### config.mk
export PLATFORM = sky130hd
export DESIGN_NAME = fft8_frame_ctrl
export DESIGN_NICKNAME = d
export VERILOG_FILES = /design/src/rtl/fft8_pkg.sv /design/src/rtl/fft8_res_buf.sv /design/src/rtl/fft8_frame_ctrl.sv
export SDC_FILE = /design/constraint.sdc
export NUM_CORES = 1
export LEC_CHECK = 0
export ABC_AREA = 1
export CORE_ASPECT_RATIO = 2
export CORE_MARGIN = 2
export CORE_UTILIZATION = 52
export DETAILED_ROUTE_END_ITERATION = 10
export PLACE_DENSITY_LB_ADDON = 0.15
export SETUP_SLACK_MARGIN = 0.05
export SLEW_MARGIN = 20
export SYNTH_ARGS = -nofsm -noshare
export SYNTH_HDL_FRONTEND = slang
export SYNTH_SLANG_ARGS = --single-unit
### constraint.sdc
create_clock -name clk -period 33.2 [get_ports clk]
set_input_delay 3.32 -clock clk [delete_from_list [all_inputs] [get_ports clk]]
set_output_delay 3.32 -clock clk [all_outputs]
set_load 0.03 [all_outputs]
### src/rtl/fft8_pkg.sv
`default_nettype none
// ==[ fft8_pkg ]== shared constants, types and helpers for the 8-point FFT frame controller
// ==[ rev 1.0 ]==
package fft8_pkg;

  localparam int NPTS     = 8;
  localparam int IDX_W    = 3;
  localparam int LAST_IDX = NPTS - 1;
  // Sample width at the default N; modules size their ports from their own N.
  localparam int SAMPLE_W = 16;

  typedef logic [SAMPLE_W-1:0] sample_t;

  typedef struct packed {
    sample_t re;
    sample_t im;
  } cbin_t;

  typedef enum logic [0:0] {
    ST_COLLECT = 1'b0,
    ST_PEND    = 1'b1
  } in_state_t;

  function automatic logic [IDX_W-1:0] bitrev3(input logic [IDX_W-1:0] k);
    return {k[0], k[1], k[2]};
  endfunction

  function automatic int frame_w(input int w);
    return NPTS * w;
  endfunction

  function automatic int slot_lsb(input int slot, input int w);
    return slot * w;
  endfunction

endpackage
`default_nettype wire

### src/rtl/fft8_res_buf.sv
`default_nettype none
// ==[ fft8_res_buf ]== circular buffer of RES_DEPTH result frames with per-slot combinational read
// ==[ rev 1.0 ]==
module fft8_res_buf
  import fft8_pkg::*;
#(
  parameter int W         = 16,
  parameter int RES_DEPTH = 2
) (
  input  logic                               clk,
  input  logic                               rst,
  input  logic                               push,
  input  logic [NPTS*W-1:0]                  push_re,
  input  logic [NPTS*W-1:0]                  push_im,
  input  logic                               pop,
  input  logic [IDX_W-1:0]                   rd_slot,
  output logic [W-1:0]                       rd_re,
  output logic [W-1:0]                       rd_im,
  output logic [$clog2(RES_DEPTH+1)-1:0]     count
);

  localparam int FW = NPTS * W;
  localparam int PW = (RES_DEPTH > 1) ? $clog2(RES_DEPTH) : 1;
  localparam int CW = $clog2(RES_DEPTH + 1);

  logic [FW-1:0] mem_re [RES_DEPTH];
  logic [FW-1:0] mem_im [RES_DEPTH];
  logic [PW-1:0] wr_ptr;
  logic [PW-1:0] rd_ptr;

  function automatic logic [PW-1:0] ptr_inc(input logic [PW-1:0] p);
    return (p == PW'(RES_DEPTH - 1)) ? '0 : p + 1'b1;
  endfunction

  always_ff @(posedge clk) begin
    if (rst) begin
      wr_ptr <= '0;
      rd_ptr <= '0;
      count  <= '0;
    end else begin
      if (push) wr_ptr <= ptr_inc(wr_ptr);
      if (pop)  rd_ptr <= ptr_inc(rd_ptr);
      case ({push, pop})
        2'b10:   count <= count + 1'b1;
        2'b01:   count <= count - 1'b1;
        default: count <= count;
      endcase
      // The launch credit check upstream must make this unreachable.
      a_no_overflow: assert (!(push && count == CW'(RES_DEPTH)));
    end
  end

  always_ff @(posedge clk) begin
    if (push) begin
      mem_re[wr_ptr] <= push_re;
      mem_im[wr_ptr] <= push_im;
    end
  end

  assign rd_re = mem_re[rd_ptr][slot_lsb(int'(rd_slot), W) +: W];
  assign rd_im = mem_im[rd_ptr][slot_lsb(int'(rd_slot), W) +: W];

endmodule
`default_nettype wire

### src/rtl/fft8_frame_ctrl.sv
`default_nettype none
// ==[ fft8_frame_ctrl ]== packs samples into frames, launches/captures the FFT datapath, serializes bins
// ==[ rev 1.0 ]==
module fft8_frame_ctrl
  import fft8_pkg::*;
#(
  parameter  int N         = 4,
  parameter  int PIPE_LAT  = 6,
  parameter  int RES_DEPTH = 2,
  parameter  int BITREV    = 1,
  localparam int W         = 2**N
) (
  input  logic                clk,
  input  logic                rst,
  input  logic                in_valid,
  output logic                in_ready,
  input  logic [W-1:0]        in_data,
  output logic [NPTS*W-1:0]   fft_in,
  output logic                fft_launch,
  input  logic [NPTS*W-1:0]   fft_res_re,
  input  logic [NPTS*W-1:0]   fft_res_im,
  output logic                out_valid,
  input  logic                out_ready,
  output logic [W-1:0]        out_re,
  output logic [W-1:0]        out_im,
  output logic [IDX_W-1:0]    out_idx,
  output logic                out_last,
  output logic                busy
);

  localparam int CW = $clog2(RES_DEPTH + 1);

  in_state_t            state, state_nxt;
  logic [IDX_W-1:0]     wr_idx;
  logic [IDX_W-1:0]     rd_idx;
  logic [CW-1:0]        inflight;
  logic [CW-1:0]        buf_count;
  logic [PIPE_LAT-1:0]  lat_sr;
  logic                 credit, capture, accept, pop;
  logic [IDX_W-1:0]     rd_slot;
  logic [W-1:0]         rd_re, rd_im;

  // Credit counts frames in the datapath as already occupying buffer space.
  assign credit  = ({1'b0, inflight} + {1'b0, buf_count}) < (CW+1)'(RES_DEPTH);
  assign capture = lat_sr[PIPE_LAT-1];
  assign accept  = in_valid && in_ready;

  always_ff @(posedge clk) begin
    if (rst) state <= ST_COLLECT;
    else     state <= state_nxt;
  end

  always_comb begin
    state_nxt  = state;
    in_ready   = 1'b0;
    fft_launch = 1'b0;
    if (!rst) begin
      case (state)
        ST_COLLECT: begin
          in_ready = 1'b1;
          if (in_valid && wr_idx == IDX_W'(LAST_IDX)) state_nxt = ST_PEND;
        end
        ST_PEND: begin
          if (credit) begin
            fft_launch = 1'b1;
            state_nxt  = ST_COLLECT;
          end
        end
        default: state_nxt = ST_COLLECT;
      endcase
    end
  end

  always_ff @(posedge clk) begin
    if (rst) begin
      wr_idx   <= '0;
      fft_in   <= '0;
      lat_sr   <= '0;
      inflight <= '0;
      rd_idx   <= '0;
    end else begin
      if (accept) begin
        fft_in[slot_lsb(int'(wr_idx), W) +: W] <= in_data;
        wr_idx <= wr_idx + 1'b1;
      end else if (fft_launch) begin
        wr_idx <= '0;
      end
      lat_sr <= (lat_sr << 1) | PIPE_LAT'(fft_launch);
      case ({fft_launch, capture})
        2'b10:   inflight <= inflight + 1'b1;
        2'b01:   inflight <= inflight - 1'b1;
        default: inflight <= inflight;
      endcase
      if (out_valid && out_ready) rd_idx <= rd_idx + 1'b1;
    end
  end

  assign pop     = out_valid && out_ready && (rd_idx == IDX_W'(LAST_IDX));
  assign rd_slot = (BITREV != 0) ? bitrev3(rd_idx) : rd_idx;

  fft8_res_buf #(
    .W         (W),
    .RES_DEPTH (RES_DEPTH)
  ) u_res_buf (
    .clk     (clk),
    .rst     (rst),
    .push    (capture),
    .push_re (fft_res_re),
    .push_im (fft_res_im),
    .pop     (pop),
    .rd_slot (rd_slot),
    .rd_re   (rd_re),
    .rd_im   (rd_im),
    .count   (buf_count)
  );

  assign out_valid = (buf_count != '0);
  assign out_re    = out_valid ? rd_re : '0;
  assign out_im    = out_valid ? rd_im : '0;
  assign out_idx   = rd_idx;
  assign out_last  = out_valid && (rd_idx == IDX_W'(LAST_IDX));
  assign busy      = (state == ST_PEND) || (wr_idx != '0) || (inflight != '0) || (buf_count != '0);

endmodule
`default_nettype wire

==> flow_metrics.tcl, run 1 <==
set metrics [dict create \
    wl_met1_um 28100 \
    drive_gt1_frac 0.0419 \
    worstPathArrival_ns 4.90 \
    rr_worst_depth 9 \
    first_iter_violations 1778 \
    hpwl_um 57400 \
    dieArea_um2 55000 \
    routed_wl_um 83100 \
    yosys.area.top_type_share 0.558 \
    rr_endpoint "fft_in[15]" \
    fp.dieW_um 167 \
    initial_utilization 0.524 \
    worstPathRequired_ns 29.88 \
    cap_violations 0 \
    ys_warn_count 0 \
    antenna_left 0 \
    routed-wl-met2_um 43300 \
    synthCells 2880 \
    layout_commonest_cell "nand2_1" \
    antenna_found_initial 9 \
    reg2reg_from "wr_idx[1]" \
    area_growth_pct 24.9 \
    num_rows 119 \
    drt-vias-per-instance 5.29 \
    clkLatencyLatePin_ns 0.61 \
    gr-total-overflow 0 \
    cts_tree "built" \
    first_global_vias 20700 \
    synth_cell_types 26 \
    tns_ns 0 \
    vias 21000 \
    crit_path_start_kind "input pin" \
    grt_max_degree 188 \
    place_congestion 0.943 \
    top_layer_used "met5" \
    ys_seq_area_frac 0.665 \
    outcome "complete, no violations" \
    nets 3538 \
    hold_viol_final 0 \
    multiInputGateArea_um2 7350 \
    finalCritPeriodShare 0.248 \
    core_um2 52600 \
    reg2reg_setup_slack_ns 29.76 \
    fill_cells 4313 \
    clock_skew_ns 0.0204 \
    worstMarginPinSlew_ns 1.18 \
    post_dp_cell_area_um2 32400 \
    stdcell_area_um2 34400 \
    post_cts_resized 0 \
    register_area_um2 18400 \
    rsz0062_at_grt "no" \
    powerDensity_nw_per_um2 48.4 \
    dr_wl_met3_um 5490 \
    dr.pass1.iters 6 \
    p_leak_nw 13.9 \
    p_total_w 0.00167 \
    clkTransAtPathRegs_ns 0.07 \
    synth_seq_cells 660 \
    numCtsBuffers 56 \
    ctsHoldBuffers 0 \
    synth_area_leaders "edfxtp_1 56%, nand2_1 12%, dfxtp_1 11%, nand3_1 6.4%, inv_1 4.4%" \
    synth_top_cell_by_area "edfxtp_1" \
    setup.worst_path.start "rst" \
    cts_setup_buffers 0 \
    fmax_mhz 122 \
    fin_crit_ns 8.22 \
    synthesis.nets 3168 \
    endpoint_kind "primary output" \
    io_pins 444 \
    grt_pass1_wl_um 122000 \
    path_class "input pin to primary output" \
    dieHeight_um 330 \
    io_buffers 443 \
    finalSetupViolCount 0 \
    drc_errors 0 \
    grtUsageTotal 0.297 \
    relSlewSlack 0.212 \
    root_buffer "clkbuf_16" \
    crit_path_max_fanout 25 \
    crit_end "fft_launch" \
    slew_violations 0 \
    layout_common_cells "903 x nand2_1, 512 x edfxtp_1, 443 x clkdlybuf4s50_1" \
    cts_max_path_buffers 3 \
    wl_per_cell_um 21.0 \
    cts.sinks 660 \
    synth_area_per_cell_um2 9.57 \
    synth_area_um2 27600 \
    ir_drop_mv 0.0532 \
    htree_levels 2 \
    hp-class "register to register" \
]
[stage by stage]
stage	utilization	worst slack [ns]	hold slack, ns	std cells
after CTS	0.654	24.97	0.411	3958
after detailed placement	0.617	25.00	0.401	3855
final	0.655	24.98	0.409	3962
after global placement	0.617	25.02	0.397	3855
after floorplan	-	21.25	0.388	2880
after global routing	0.655	24.92	0.424	3962
[kinds of logic after synthesis]
kind of cell             share of synthesized area
AND/OR/NAND/NOR                              0.231
flip-flops                                   0.665
buffers and inverters                       0.0686
AO/OA/AOI/OAI                               0.0283
adder cells (fa/ha/maj)                    0.00572
XOR/XNOR                                  0.000636
[cells in the mapped netlist]
cell,n
a21oi_1,77
and3_1,1
buf_1,33
buf_2,23
buf_4,4
clkbuf_1,97
clkinv_1,2
dfxtp_1,148
edfxtp_1,512
fa_1,1
ha_1,11
inv_1,325
inv_2,8
nand2_1,903
nand2_2,4
nand2_4,1
nand3_1,353
nand3_2,1
nand4_1,4
nor2_1,270
nor2_4,1
nor2_8,1
nor3_1,16
nor4_1,3
o21ai_0,79
xor2_1,2
[critical path, cell delays in order]
cell	delay [ns]
clkdlybuf4s50_1	0.42
buf_4	0.24
nor2_1	0.21
clkdlybuf4s50_1	0.70
[area by class of cell]
type / count / share of cell area
tap: 665 / 0.0242
sequential: 660 / 0.533
clock buffer: 63 / 0.0421
antenna: 2 / 0.000145
inverter: 335 / 0.0370
clock inverter: 40 / 0.0143
multi-input combinational: 1728 / 0.213
timing repair buffer: 469 / 0.136
[registers in the layout, indices dropped and copies added, names as in the netlist, named ones only]
name,cells
fft_in,128
inflight,2
lat_sr,6
out_idx,3
state,1
u_res_buf.count,2
u_res_buf.mem_im,256
u_res_buf.mem_re,256
u_res_buf.rd_ptr,1
u_res_buf.wr_ptr,1
wr_idx,3
[worst min-delay path by stage]
stage,from,to,cells after the start
final,lat_sr[3],lat_sr[4],2
after global routing,lat_sr[3],lat_sr[4],2
after CTS,lat_sr[3],lat_sr[4],2
after detailed placement,lat_sr[3],lat_sr[4],2
after global placement,lat_sr[3],lat_sr[4],2
after floorplan,lat_sr[0],lat_sr[1],2
[power by group]
part / switching (W) / total (W) / internal (W)
Sequential: 0.00000112 / 0.000891 / 0.000889
Clock: 0.000294 / 0.000700 / 0.000406
Combinational: 0.0000388 / 0.0000766 / 0.0000378
Total: 0.000334 / 0.00167 / 0.00133
[routing by layer]
metal  global-route usage  vias to the layer above
li1                     -                    10100
met5                    0                        -
met1                0.315                     9822
met3               0.0503                      184
met2                0.540                      875
met4                0.195                       12
No activity file was read; power rests on OpenSTA's default activity.
==> run 2, diff against run 1 <==
==> constraint.sdc (replaced) <==
create_clock -name clk -period 7.7 [get_ports clk]
set_input_delay 0.77 -clock clk [delete_from_list [all_inputs] [get_ports clk]]
set_output_delay 0.77 -clock clk [all_outputs]
set_load 0.03 [all_outputs]
==> run 2 against run 1 <==
Compared with the run above:
- combinational power grew to 4.3 times the previous value
- critical path depth grew 5
- sequential power grew to 4.3 times the previous value
- critical endpoint is now out_im[12]
- largest power group unchanged
- sequential share of layout area grew 0.22 points
- non-clock buffer count shrank 2
- utilization shrank 0.27 points
- total power grew to 4.2 times the previous value
- die area is the same
- clock skew shrank 0.0048 ns
- critical path type is now register to primary output
==> flow_metrics.tcl, run 2 (synthesis results as in run 1) <==
set metrics [dict create \
    num_rows 119 \
    drt-vias-per-instance 5.34 \
    antenna_left 0 \
    io_buffers 443 \
    gr-total-overflow 0 \
    switchingPower_w 0.00146 \
    finalCritPeriodShare 0.687 \
    grt_pass1_wl_um 125000 \
    tns_ns 0 \
    reg_top3 "u_res_buf.mem_im: 256 flops, u_res_buf.mem_re: 256 flops, fft_in: 128 flops" \
    grtUsageTotal 0.305 \
    layout_commonest_cell "nand2_1" \
    p_leak_nw 13.8 \
    core_um2 52600 \
    relSlewSlack 0.251 \
    io_pins 444 \
    fin_util 0.652 \
    dieArea_um2 55000 \
    clkLatencyLatePin_ns 0.63 \
    multiInputGateArea_um2 7350 \
    cap_violations 0 \
    rsz0062_at_grt "no" \
    sw_frac_of_total 0.208 \
    cp_slowest_stage_delay_ns 0.90 \
    numCtsBuffers 57 \
    antenna_found_initial 21 \
    hpwl_um 59000 \
    p_total_w 0.00700 \
    drc_errors 0 \
    cts_tree "built" \
    crit_path_max_fanout 94 \
    stdcell_area_um2 34300 \
    fin_crit_ns 5.29 \
    path_class "register to primary output" \
    fill_cells 4241 \
    place_congestion 0.924 \
    crit_path_start_kind "register" \
    routed_wl_um 85000 \
    vias 21200 \
    hold_viol_final 0 \
    root_buffer "clkbuf_16" \
    powerDensity_nw_per_um2 204 \
    worstMarginPinSlew_ns 1.12 \
    htree_levels 2 \
    post_cts_resized 0 \
    cts_max_path_buffers 3 \
    ir_drop_mv 0.223 \
    fp.dieW_um 167 \
    layout_common_cells "903 x nand2_1, 512 x edfxtp_1, 443 x clkdlybuf4s50_1" \
    outcome "complete, no violations" \
    first_global_vias 20900 \
    pwr-share-clk 0.405 \
    critPathMostFrequentCell "nand2_1" \
    clkTransAtPathRegs_ns 0.07 \
    cts_setup_buffers 0 \
    cp_slowest_cell "buf_4" \
    holdPathStages 2 \
    worstPathArrival_ns 4.52 \
    register_area_um2 18400 \
    worstPathRequired_ns 6.93 \
    endpoint_kind "primary output" \
    dieHeight_um 330 \
    post_dp_cell_area_um2 32400 \
    path_cells "buf_4, buf_4, nand2_1, nand2_1, nand2_1, nand3_1, nand3_1, a21oi_1, clkdlybuf4s50_1" \
    pwr-share-seq 0.549 \
    grt_max_degree 176 \
    rr_worst_depth 9 \
    dr.pass1.iters 6 \
    p_comb_frac 0.047 \
    cts.sinks 660 \
    first_iter_violations 2031 \
    finalSetupViolCount 0 \
    clock_skew_ns 0.0156 \
    dp.cells 3854 \
    fmax_mhz 189 \
    initial_utilization 0.524 \
    instances_no_fill 3972 \
    hp-class "register to register" \
    wl_per_cell_um 21.4 \
    p_int_w 0.00554 \
    slew_violations 0 \
    ctsHoldBuffers 0 \
    drive_gt1_frac 0.0410 \
    nets 3537 \
    area_growth_pct 24.4 \
]
==> run 2: cell types whose count changed in the layout (fill, tap and decap cells not counted) <==
cell        previous run  this run
inv_1                321       322
clkbuf_1               6         9
clkinv_8               0         2
clkinv_1              13        12
buf_12                 2         0
clkinvlp_4             1         2
clkbuf_8               0         2
bufinv_16             12         5
inv_6                  0         1
clkinv_2              11        12
diode_2                2        12
clkinv_4               1         0
==> run 2: worst paths after layout <==
path | from | endpoint | slack, ns
hold reg to reg | lat_sr[3] | lat_sr[4] | 0.41
setup / recovery | register | out_im[12] | 2.41
hold / removal | lat_sr[3] | lat_sr[4] | 0.41
setup reg to reg | wr_idx[1] | fft_in[15] | 4.32
==> run 2: final cells by class <==
class                   instances  share of cell area
repair buffers                467               0.135
clock buffers                  68              0.0434
diodes                         12            0.000876
flip-flops and latches        660               0.535
multi-input cells            1728               0.214
well taps                     665              0.0243
clock inverters                37             0.00953
inverters                     335              0.0372
==> run 2: power groups by stage <==
stage	Sequential (W)	Clock (W)	Combinational (W)
floorplan	0.00394	0	0.0000783
global placement	0.00392	0	0.000319
detailed placement	0.00392	0	0.000325
CTS	0.00384	0.00287	0.000326
global route	0.00384	0.00299	0.000345
finish	0.00384	0.00283	0.000327
==> run 2: per-layer routing <==
layer / share of wire / GRT usage / wire length [um]
met1: 0.34 / 0.317 / 28600
met5: 0.0013 / 0 / 111
met2: 0.52 / 0.553 / 44200
met3: 0.066 / 0.0549 / 5610
met4: 0.076 / 0.215 / 6440
==> run 2: critical path: cells and delay by family, from the launching register on <==
| family | cells | cell delay [ns] |
|---|---|---|
| AOI/OAI and AO/OA | 1 | 0.24 |
| buffers and inverters | 3 | 2.33 |
| DFF | 1 | 0.76 |
| and+or+nand+nor | 5 | 0.45 |
==> run 2: stage by stage <==
stage	worst slack [ns]	hold slack, ns
2_1_floorplan	0.155	0.388
3_3_place_gp	3.07	0.395
3_5_place_dp	3.08	0.406
4_1_cts	2.40	0.417
5_1_grt	2.11	0.420
6_report	2.41	0.414
==> run 3, diff against run 2 <==
==> constraint.sdc (replaced) <==
create_clock -name clk -period 5.4 [get_ports clk]
set_input_delay 0.54 -clock clk [delete_from_list [all_inputs] [get_ports clk]]
set_output_delay 0.54 -clock clk [all_outputs]
set_load 0.03 [all_outputs]
==> run 3 against run 2 <==
Compared with the run above:
- die area is the same
- clock skew grew 0.0090 ns
- largest power group unchanged
- worst hold slack lost 0.0059 ns
- cell area grew 0.57%
- critical path type unchanged
- highest routed layer unchanged
- register-to-register slack lost 2.4 ns
==> flow_metrics.tcl, run 3 (synthesis results as in run 1) <==
set metrics [dict create \
    relSlewSlack 0.309 \
    wl_per_cell_um 21.7 \
    grt_use_met2 0.562 \
    dieHeight_um 330 \
    cp_slowest_cell "clkdlybuf4s50_1" \
    place_congestion 0.930 \
    grt_pass1_wl_um 126000 \
    endpoint_kind "primary output" \
    cap_violations 0 \
    hp-class "register to register" \
    num_rows 119 \
    initial_utilization 0.524 \
    sw_frac_of_total 0.206 \
    cts_max_path_buffers 3 \
    cts.sinks 660 \
    area_growth_pct 25.1 \
    clock_skew_ns 0.0246 \
    ir_drop_mv 0.312 \
    crit_path_max_fanout 162 \
    post_dp_cell_area_um2 32500 \
    p_int_w 0.00812 \
    drc_errors 0 \
    pwr-share-seq 0.535 \
    busiest_layer "met2" \
    routed_wl_um 86100 \
    htree_levels 2 \
    dr.pass1.iters 6 \
    worstMarginPinSlew_ns 1.03 \
    drive_gt1_frac 0.0437 \
    finalSetupViolCount 0 \
    hpwl_um 59600 \
    rr_worst_depth 9 \
    hp-start "lat_sr[0]" \
    min_delay_worst_endpoint "lat_sr[1]" \
    gr-total-overflow 0 \
    antenna_left 0 \
    io_buffers 443 \
    numCtsBuffers 55 \
    fill_cells 4220 \
    finalCritPeriodShare 0.777 \
    grt_max_degree 164 \
    path_delay_family "buffers and inverters" \
    root_buffer "clkbuf_16" \
    slew_violations 0 \
    antenna_found_initial 16 \
    reg2reg_setup_slack_ns 1.89 \
    switchingPower_w 0.00211 \
    rsz0062_at_grt "no" \
    fin_util 0.656 \
    fp.dieW_um 167 \
    ctsHoldBuffers 0 \
    met1_usage 0.332 \
    tns_ns 0 \
    cp_slowest_stage_delay_ns 0.73 \
    outcome "complete, no violations" \
    reg2reg_from "wr_idx[1]" \
    nets 3540 \
    stdcell_area_um2 34500 \
    vias 21400 \
    first_global_vias 21000 \
    register_area_um2 18300 \
    drt-vias-per-instance 5.40 \
    io_pins 444 \
    clkTransAtPathRegs_ns 0.07 \
    post_cts_resized 0 \
    layout_common_cells "903 x nand2_1, 512 x edfxtp_1, 443 x clkdlybuf4s50_1" \
    cp.buffers_inverters 3 \
    hold_viol_final 0 \
    cts_setup_buffers 0 \
    cts_tree "built" \
    p_leak_nw 13.9 \
    clkLatencyLatePin_ns 0.63 \
    fin_crit_ns 4.20 \
    worstPathRequired_ns 4.86 \
    critPathMostFrequentCell "nand2_1" \
    multiInputGateArea_um2 7350 \
    pwr-share-clk 0.418 \
    grtUsageTotal 0.307 \
    path_class "register to primary output" \
    path_cells "inv_8, buf_4, nand2_1, nand2_1, nand2_1, nand3_1, nand3_1, a21oi_1, clkdlybuf4s50_1" \
    crit_path_start_kind "register" \
    powerDensity_nw_per_um2 297 \
    rr_endpoint "fft_in[3]" \
    fmax_mhz 238 \
    worstPathArrival_ns 3.66 \
    dieArea_um2 55000 \
    grt_use_met3 0.0459 \
    reg_top3 "u_res_buf.mem_im: 256 flops, u_res_buf.mem_re: 256 flops, fft_in: 128 flops" \
    holdPathStages 2 \
    core_um2 52600 \
    layout_commonest_cell "nand2_1" \
    p_comb_frac 0.047 \
    first_iter_violations 1964 \
]
run 3: final cells by class:
cell class | count | area share
sequential | 660 | 0.532
multi-input combinational | 1728 | 0.213
timing repair buffer | 472 | 0.137
clock buffer | 65 | 0.0428
inverter | 335 | 0.0369
tap | 665 | 0.0241
clock inverter | 37 | 0.0129
antenna | 8 | 0.000581
run 3: power groups by stage:
| stage | registers, W | clock network [W] | logic [W] |
|---|---|---|---|
| finish | 0.00547 | 0.00428 | 0.000476 |
| detailed placement | 0.00559 | 0 | 0.000471 |
| floorplan | 0.00561 | 0 | 0.000112 |
| CTS | 0.00547 | 0.00431 | 0.000473 |
| global route | 0.00547 | 0.00450 | 0.000498 |
| global placement | 0.00559 | 0 | 0.000464 |
run 3: worst max path at each step:
stage,end,slack [ns],depth (start not counted)
2_1_floorplan,u_res_buf.mem_im[1][0],0.75,2
3_3_place_gp,out_re[6],1.90,9
3_5_place_dp,out_re[6],1.90,9
4_1_cts,out_re[6],1.22,9
5_1_grt,out_re[6],0.98,9
6_report,out_re[6],1.20,9
run 3: metrics by stage:
stage          setup slack [ns]  total power, W  hold slack (ns)  std cells
2_1_floorplan             0.752         0.00572            0.388       2880
3_3_place_gp               1.90         0.00605            0.395       3859
3_5_place_dp               1.90         0.00606            0.401       3859
4_1_cts                    1.22          0.0103            0.410       3961
5_1_grt                   0.977          0.0105            0.427       3969
6_report                   1.20          0.0102            0.408       3970
run 3: per-layer routing:
layer / vias up / part of all wire
li1: 10100 / -
met1: 10100 / 0.34
met2: 1011 / 0.52
met3: 201 / 0.064
met4: 14 / 0.068
met5: - / 0.0012
run 3: tightest hold or removal path, delay by kind of cell (launching register included):
kind | cells | cell delay, ns
DFF | 1 | 0.30
buffers and inverters | 1 | 0.04
and+or+nand+nor | 1 | 0.03
